`src/rtl/lcd_nibble_if_if.sv`:
```
// rtl/lcd_nibble_if_if.sv - processor-side write handshake for the LCD nibble engine
// The core drives the write strobe and byte, the engine returns busy and the sticky overflow flag.
interface lcd_nibble_if_if;
   logic       wr_i;
   logic       rs_i;
   logic [7:0] data_i;
   logic       nib_i;
   logic       busy_o;
   logic       ovf_o;

   modport master (output wr_i, rs_i, data_i, nib_i, input busy_o, ovf_o);
   modport slave  (input wr_i, rs_i, data_i, nib_i, output busy_o, ovf_o);
endinterface

```
`src/rtl/lcd_nibble_if.sv`:
```
// rtl/lcd_nibble_if.sv - byte-to-nibble transmit engine for an HD44780-class 4-bit LCD bus
// One write produces RS/data setup, E pulse and hold per nibble, then an execution wait.
module lcd_nibble_if #(
   parameter int T_SU  = 8,
   parameter int T_E   = 48,
   parameter int T_H   = 8,
   parameter int T_GAP = 100,
   parameter int T_CMD = 4000,
   parameter int T_CLR = 160000,
   parameter int CW    = 18
) (
   input  logic            clk_i,
   input  logic            rstn_i,
   lcd_nibble_if_if.slave  host,
   output logic            lcd_rs_o,
   output logic [3:0]      lcd_data_o,
   output logic            lcd_e_o
);

   typedef enum logic [3:0] {
      IDLE, SU_HI, E_HI, H_HI, GAP, SU_LO, E_LO, H_LO, WAIT
   } state_t;

   localparam logic [CW-1:0] L_SU  = CW'(T_SU - 1);
   localparam logic [CW-1:0] L_E   = CW'(T_E - 1);
   localparam logic [CW-1:0] L_H   = CW'(T_H - 1);
   localparam logic [CW-1:0] L_GAP = CW'(T_GAP - 1);
   localparam logic [CW-1:0] L_CMD = CW'(T_CMD - 1);
   localparam logic [CW-1:0] L_CLR = CW'(T_CLR - 1);

   state_t        state_q;
   logic [CW-1:0] cnt_q;
   logic          rs_q;
   logic [7:0]    data_q;
   logic          nib_q;
   logic          busy_q;
   logic          ovf_q;
   logic          lcd_rs_q;
   logic [3:0]    lcd_data_q;
   logic          lcd_e_q;
   logic          slow_d;

   // Clear (0x01) and return-home (0x02/0x03) need the long execution wait.
   assign slow_d = nib_q | (~rs_q & (data_q[7:2] == 6'd0));

   always_ff @(posedge clk_i or negedge rstn_i) begin
      if (!rstn_i) begin
         state_q    <= IDLE;
         cnt_q      <= '0;
         rs_q       <= 1'b0;
         data_q     <= 8'h00;
         nib_q      <= 1'b0;
         busy_q     <= 1'b0;
         ovf_q      <= 1'b0;
         lcd_rs_q   <= 1'b0;
         lcd_data_q <= 4'h0;
         lcd_e_q    <= 1'b0;
      end else begin
         if (host.wr_i && busy_q) begin
            ovf_q <= 1'b1;
         end
         if (state_q == IDLE) begin
            if (host.wr_i) begin
               rs_q       <= host.rs_i;
               data_q     <= host.data_i;
               nib_q      <= host.nib_i;
               lcd_rs_q   <= host.rs_i;
               lcd_data_q <= host.data_i[7:4];
               busy_q     <= 1'b1;
               cnt_q      <= L_SU;
               state_q    <= SU_HI;
            end
         end else if (cnt_q != '0) begin
            cnt_q <= cnt_q - CW'(1);
         end else begin
            case (state_q)
               SU_HI: begin
                  state_q <= E_HI;
                  cnt_q   <= L_E;
                  lcd_e_q <= 1'b1;
               end
               E_HI: begin
                  state_q <= H_HI;
                  cnt_q   <= L_H;
                  lcd_e_q <= 1'b0;
               end
               H_HI: begin
                  if (nib_q) begin
                     state_q    <= WAIT;
                     cnt_q      <= L_CLR;
                     lcd_data_q <= data_q[3:0];
                  end else begin
                     state_q <= GAP;
                     cnt_q   <= L_GAP;
                  end
               end
               GAP: begin
                  state_q    <= SU_LO;
                  cnt_q      <= L_SU;
                  lcd_data_q <= data_q[3:0];
               end
               SU_LO: begin
                  state_q <= E_LO;
                  cnt_q   <= L_E;
                  lcd_e_q <= 1'b1;
               end
               E_LO: begin
                  state_q <= H_LO;
                  cnt_q   <= L_H;
                  lcd_e_q <= 1'b0;
               end
               H_LO: begin
                  state_q <= WAIT;
                  cnt_q   <= slow_d ? L_CLR : L_CMD;
               end
               WAIT: begin
                  state_q <= IDLE;
                  busy_q  <= 1'b0;
               end
               default: begin
                  state_q <= IDLE;
                  busy_q  <= 1'b0;
                  lcd_e_q <= 1'b0;
               end
            endcase
         end
      end
   end

   assign host.busy_o = busy_q;
   assign host.ovf_o  = ovf_q;
   assign lcd_rs_o    = lcd_rs_q;
   assign lcd_data_o  = lcd_data_q;
   assign lcd_e_o     = lcd_e_q;

endmodule
```
`src/flat_wrapper.sv`:
```
// flat-port wrapper written by rule: the top's interface ports become plain ports
module lcd_nibble_if_flat 
#(
   parameter int T_SU  = 8,
   parameter int T_E   = 48,
   parameter int T_H   = 8,
   parameter int T_GAP = 100,
   parameter int T_CMD = 4000,
   parameter int T_CLR = 160000,
   parameter int CW    = 18
)
  (clk_i, rstn_i, lcd_rs_o, lcd_data_o, lcd_e_o, host_wr_i, host_rs_i, host_data_i, host_nib_i, host_busy_o, host_ovf_o);
  lcd_nibble_if_if host_i ();
  input  logic clk_i;
  input  logic rstn_i;
  output logic lcd_rs_o;
  output logic [3:0] lcd_data_o;
  output logic lcd_e_o;
  input wire logic [$bits(host_i.wr_i)-1:0] host_wr_i;
  input wire logic [$bits(host_i.rs_i)-1:0] host_rs_i;
  input wire logic [$bits(host_i.data_i)-1:0] host_data_i;
  input wire logic [$bits(host_i.nib_i)-1:0] host_nib_i;
  output wire logic [$bits(host_i.busy_o)-1:0] host_busy_o;
  output wire logic [$bits(host_i.ovf_o)-1:0] host_ovf_o;
  assign host_i.wr_i = host_wr_i;
  assign host_i.rs_i = host_rs_i;
  assign host_i.data_i = host_data_i;
  assign host_i.nib_i = host_nib_i;
  assign host_busy_o = host_i.busy_o;
  assign host_ovf_o = host_i.ovf_o;
  lcd_nibble_if #(.T_SU(T_SU), .T_E(T_E), .T_H(T_H), .T_GAP(T_GAP), .T_CMD(T_CMD), .T_CLR(T_CLR), .CW(CW)) u_core (.clk_i(clk_i), .rstn_i(rstn_i), .host(host_i), .lcd_rs_o(lcd_rs_o), .lcd_data_o(lcd_data_o), .lcd_e_o(lcd_e_o));
endmodule
```
`config.mk`:
```
export PLATFORM = sky130hd
export DESIGN_NAME = lcd_nibble_if_flat
export DESIGN_NICKNAME = d
export VERILOG_FILES = /design/src/rtl/lcd_nibble_if_if.sv /design/src/rtl/lcd_nibble_if.sv /design/src/flat_wrapper.sv
export SDC_FILE = /design/constraint.sdc
export NUM_CORES = 1
export LEC_CHECK = 0
export ABC_AREA = 0
export BUFFER_PORTS_ARGS = -buffer_cell sky130_fd_sc_hd__buf_2
export CAP_MARGIN = 20
export CORE_UTILIZATION = 45
export DETAILED_ROUTE_END_ITERATION = 6
export HOLD_SLACK_MARGIN = 0.1
export PLACE_DENSITY = 0.63
export SLEW_MARGIN = 10
export SYNTH_ARGS = -nofsm -noshare
export SYNTH_HDL_FRONTEND = slang
export SYNTH_SLANG_ARGS = --single-unit
```
`constraint.sdc`:
```
create_clock -name clk_i -period 6.85 [get_ports clk_i]
set_clock_uncertainty 0.2 [all_clocks]
set_input_delay 0.3425 -clock clk_i [delete_from_list [all_inputs] [get_ports clk_i]]
set_output_delay 0.3425 -clock clk_i [all_outputs]
set_load 0.005 [all_outputs]
```
# Word level (Yosys, flattened, before mapping)
# Cells that the tools add are included.
# Widths: inputs -> output; s select.
[word_totals] reg_bits=39 out_inout_bits=8
[op_classes] n_addsub=1 eq_ne=12 mux=21 bitwise=6 reduce_logical=16
[op_table] op="$mux 18" n=5
[op_table] op="$pmux 18 s4" n=1
[op_table] op="$mux 4" n=8
[op_table] op="$pmux 4 s7" n=1
[op_table] op="$reduce_bool 18->1" n=1
[op_table] op="$sub 18x1->18 const B" n=1
[op_table] op="$eq 4x3->1 const B" n=4
[op_table] op="$eq 4x2->1 const B" n=2
[op_table] op="$pmux 4 s2" n=1
[op_table] op="$reduce_or 7->1" n=1
[op_table] op="$logic_not 6->1" n=1
[op_table] op="$reduce_and 2->1" n=3
[op_table] op="$reduce_and 3->1" n=2
[op_table] op="$reduce_bool 6->1" n=1
[op_table] op="$eq 4x1->1 const B" n=1
[op_table] op="$eq 4x4->1 const B" n=1
[op_table] op="$logic_not 4->1" n=1
[op_table] op="$mux 1" n=4
[op_table] op="$ne 2x1->1 const B" n=2
[op_table] op="$not 1->1" n=4
[op_table] op="$reduce_and 4->1" n=1
[op_table] op="$reduce_or 4->1" n=1
[op_table] op="$ne 3x1->1 const B" n=1
[op_table] op="$reduce_bool 3->1" n=1
[op_table] op="other kinds (7)" n=7

# Logic depth before layout (Yosys ltp)
[logic_depth] depth_word=7 ltp_mapped=10

# Least setup slack after synthesis
# No wires, ideal clock.
[synth_timing] kind="register to register" start="register u_core.cnt_q[0]" end="register u_core.lcd_data_q[0], in the netlist u_core.lcd_data_o[0]" setup_ns=0.128 t_arrival_ns=1.896 t_required_ns=6.522 setup_slack_ns=4.626 path_stages_with_launch=10 n_path_buf=1 synth_period_minus_slack_ns=2.224 path_cell_list="dfrtp_1 inv_1 ha_1 nor3b_4 and3_1 buf_2 a31oi_1 nor3_1 o21ai_2 mux2_1"
[synth_between] elab_chain_len=3
[synth_rtl] element="from (decl)" line_no="lcd_nibble_if.sv:32" source="logic [CW-1:0] cnt_q;"
[synth_rtl] element="from (signal assigned)" line_no="lcd_nibble_if.sv:74" source="cnt_q <= cnt_q - CW'(1);"
[synth_rtl] element="from (signal assigned)" line_no="lcd_nibble_if.sv:114" source="cnt_q <= slow_d ? L_CLR : L_CMD;"
[synth_rtl] element="$reduce_bool 18->1" line_no="lcd_nibble_if.sv:73" source="end else if (cnt_q != '0) begin"
[synth_rtl] element="$ne 2x1->1 (no source line)"
[synth_rtl] element="$reduce_and 4->1 (no source line)"
[synth_rtl] element="to (signal assigned)" line_no="lcd_nibble_if.sv:68" source="lcd_data_q <= host.data_i[7:4];"
[synth_rtl] element="to (signal assigned)" line_no="lcd_nibble_if.sv:91" source="lcd_data_q <= data_q[3:0];"
[synth_rtl] element="to (signal assigned)" line_no="lcd_nibble_if.sv:100" source="lcd_data_q <= data_q[3:0];"
[synth_rtl] element="to (decl)" line_no="lcd_nibble_if.sv:39" source="logic [3:0] lcd_data_q;"
# Every way passes these cells.
# A chain may end at the register's enable or synchronous reset.

# Final worst setup path
[layout_timing] start="register u_core.state_q[3]" end="register u_core.data_q[1]"
[layout_between] elab_chain_len=2
[layout_rtl] element="from (decl)" line_no="lcd_nibble_if.sv:31" source="state_t state_q;"
[layout_rtl] element="from (signal assigned)" line_no="lcd_nibble_if.sv:48" source="state_q <= IDLE;"
[layout_rtl] element="from (signal assigned)" line_no="lcd_nibble_if.sv:71" source="state_q <= SU_HI;"
[layout_rtl] element="from (signal assigned)" line_no="lcd_nibble_if.sv:78" source="state_q <= E_HI;"
[layout_rtl] element="$logic_not 4->1" line_no="lcd_nibble_if.sv:62" source="if (state_q == IDLE) begin"
[layout_rtl] element="$reduce_and 2->1 (no source line)"
[layout_rtl] element="to (signal assigned)" line_no="lcd_nibble_if.sv:65" source="data_q <= host.data_i;"
[layout_rtl] element="to (decl)" line_no="lcd_nibble_if.sv:34" source="logic [7:0] data_q;"
# Every way passes these cells.

==> flow_summary.toml <==
[power]
p_per_area_nw_per_um2 = 358
p_leak_nw = 1.09
ir_worst_vdd_mv = 0.151
totalPowerFinal_w = 0.000922

[place]
routabilityCongestion = 0.817
dp_slack_ps = 3940
portBuffers = 20
placed_cell_area_um2 = 2340
dp_hpwl_um = 3330

[timing]
slew_headroom_pct = 42.6
fmax_mhz = 341
min_period_ps = 2930
hold_violations = 0
setup_viol = 0
timing.final.crit_share_pct = 42.8
tightest_slew_ps = 861
rsz0062_at_grt = "no"
fin_tns_setup_ps = 0
finalWorstSetupSlack_ps = 3920
maxSlewViolCount = 0

[floorplanning]
die-area_um2 = 5230
core_um2 = 4750
ios = 21
rows = 25
initial_utilization_pct = 46.8
die_h_um = 72.3
fp.dieW_um = 72.3

[finish]
drive_above_1_share_pct = 16.1
multi_input_area_um2 = 1170
utilization_pct = 54.2
diodes = 0
nFillCells = 442
seq_area_um2 = 976
area_growth_pct = 15.7
finalInstanceArea_um2 = 2570
fin_nets = 280

[clocking]
cts_hold_buf = 10
cts.sinks = 39
cts_max_path_buffers = 2
cts_resized = 0
clockRootBuffer = "clkbuf_8"
htree_levels = 2
clk_latency_ps = 290
cts_tree = "built"
path_clk_slew_ps = 80
numCtsBuffers = 5
cts_setup_buffers = 0

[worst_setup_path]
cp_data_required_time_ps = 6830
end_kind = "flip-flop"
rr_startpoint = "u_core.state_q[3]"
arrival_ps = 2910
cp-start-kind = "flip-flop"
path_class = "flip-flop to flip-flop"
critPathMaxFanout = 21
setup.worst_path.start = "u_core.state_q[3]"

[synth]
synth_area_leaders = "dfrtp_1, nand2_1, mux2_1, a21oi_1, nor2_1"
ys.flop_type = "dfrtp_1"
ys_seq_area_share_pct = 43.9
yosysTopAreaCell = "dfrtp_1"
synthCells = 242
synth_top_area_share_pct = 43.9
avgSynthCellArea_um2 = 9.19
synth_edf_count = 0
synthesis.area_um2 = 2220
yosysWarnings = 0
synth_fp_nets = 256
synth_seq_cells = 39
async_reset_ff_share_pct = 100
synth_cell_types = 53

[status]
status = "completed"

[routing]
avgViaCountPerCell = 5.56
wl_per_cell_um = 14.4
wl_um = 4810
drc_errors = 0
vias = 1857
first_pass_iters = 4
drt-initial-drc-count = 109
ant_nets = 0

[flow_run]
maxCapViolCount = 0

[global_routing]
grt_pass1_vias = 1738
grt_pass1_wl_um = 8380
grt_overflow = 0
grt_start_max_net_pins = 40
grtUsageTotal_pct = 20.7
antenna_found_initial = 0

[min_path]
min-delay-start = "host_data_i[7]"
hold_class = "input pin to flip-flop"
==> path summary, 6_finish.rpt <==
kind,end,slack [ps],cells after the start
max,u_core.data_q[1],3920,4
min in group asynchronous,u_core.rs_q,510,2
min,u_core.data_q[7],110,2
min reg2reg,u_core.host.ovf_o,260,1
max reg2reg,u_core.data_q[1],3920,4
max in group asynchronous,u_core.cnt_q[4],5410,2
==> cells by family after synthesis <==
| group | Yosys count | synth area share, % |
|---|---|---|
| and+or+nand+nor | 95 | 23.1 |
| buffers and inverters | 17 | 3.66 |
| adders and majority gates | 1 | 0.562 |
| muxes | 14 | 7.09 |
| DFF | 39 | 43.9 |
| xor gates and xnor gates | 1 | 0.394 |
| AOI/OAI and AO/OA | 75 | 21.4 |
==> layout make-up <==
type / instances / area share, %
Sequential cell: 39 / 37.9
Timing Repair Buffer: 30 / 7.77
Inverter: 4 / 0.583
Tap cell: 67 / 3.26
Clock buffer: 6 / 2.82
Clock inverter: 2 / 2.33
Multi-Input combinational cell: 186 / 45.3
==> power by group <==
| part | leakage [nW] | switching (W) | internal, W |
|---|---|---|---|
| Clock | 0.0654 | 0.0000810 | 0.000146 |
| Sequential | 0.470 | 0.000107 | 0.000324 |
| Combinational | 0.556 | 0.000131 | 0.000133 |
| Total | 1.09 | 0.000319 | 0.000602 |
==> sequential cells by signal, summed over array words and instances (netlist names) <==
signal and cells:
u_core.nib_q 1, u_core.host.busy_o 1, u_core.cnt_q 18, u_core.state_q 4, u_core.lcd_e_o 1, u_core.data_q 8, u_core.lcd_data_o 4, u_core.rs_q 1
u_core.host.ovf_o 1
==> layer usage <==
metal  wire [um]  vias to the layer above  GRT usage, %
li1            -                      934             -
met1        2440                      878          29.8
met2        2090                       37          31.4
met3         201                        8          4.17
met4          71                        0          6.54
met5           0                        -             0
==> cells in the final DEF, fill, tap and decap left out, types with 4 or more instances in the layout <==
cell type       n
dfrtp_1        39
nand2_1        31
buf_2          20
nor2_1         19
a21oi_1        19
o21ai_1        14
mux2_1         10
dlygate4sd3_1  10
nor3_1          9
o21ai_0         8
nand3_1         7
clkbuf_8        5
inv_1           4
and3_1          4
a31oi_1         4
mux2_2          4
==> synthesized netlist by cell type, types with 2 or more instances <==
master,count
dfrtp_1,39
nand2_1,31
a21oi_1,19
nor2_1,19
o21ai_1,14
mux2_1,10
nor3_1,9
buf_2,8
o21ai_0,8
nand3_1,7
a31oi_1,4
and3_1,4
inv_1,4
mux2_2,4
a21o_1,3
a22oi_1,3
clkbuf_1,3
nor2b_1,3
nor4_1,3
o21a_1,3
o22a_1,3
o31ai_1,3
a211oi_1,2
and2_1,2
nand3b_1,2
nor3_2,2
o21ai_2,2
o21bai_1,2
or4b_1,2
==> worst max-delay path: stages (launching register included) <==
cell and delay (ps):
dfrtp_1 610, or3_1 510, nor2_1 630, nand2_1 450, mux2_1 420
==> metrics by stage <==
stage / instances / hold WS [ps]
6_report: 334 / 111
5_1_grt: 334 / 122
4_1_cts: 334 / 102
3_5_place_dp: 316 / 243
3_3_place_gp: 316 / 245
2_1_floorplan: 242 / -153
(Power assumes the default switching activity.)
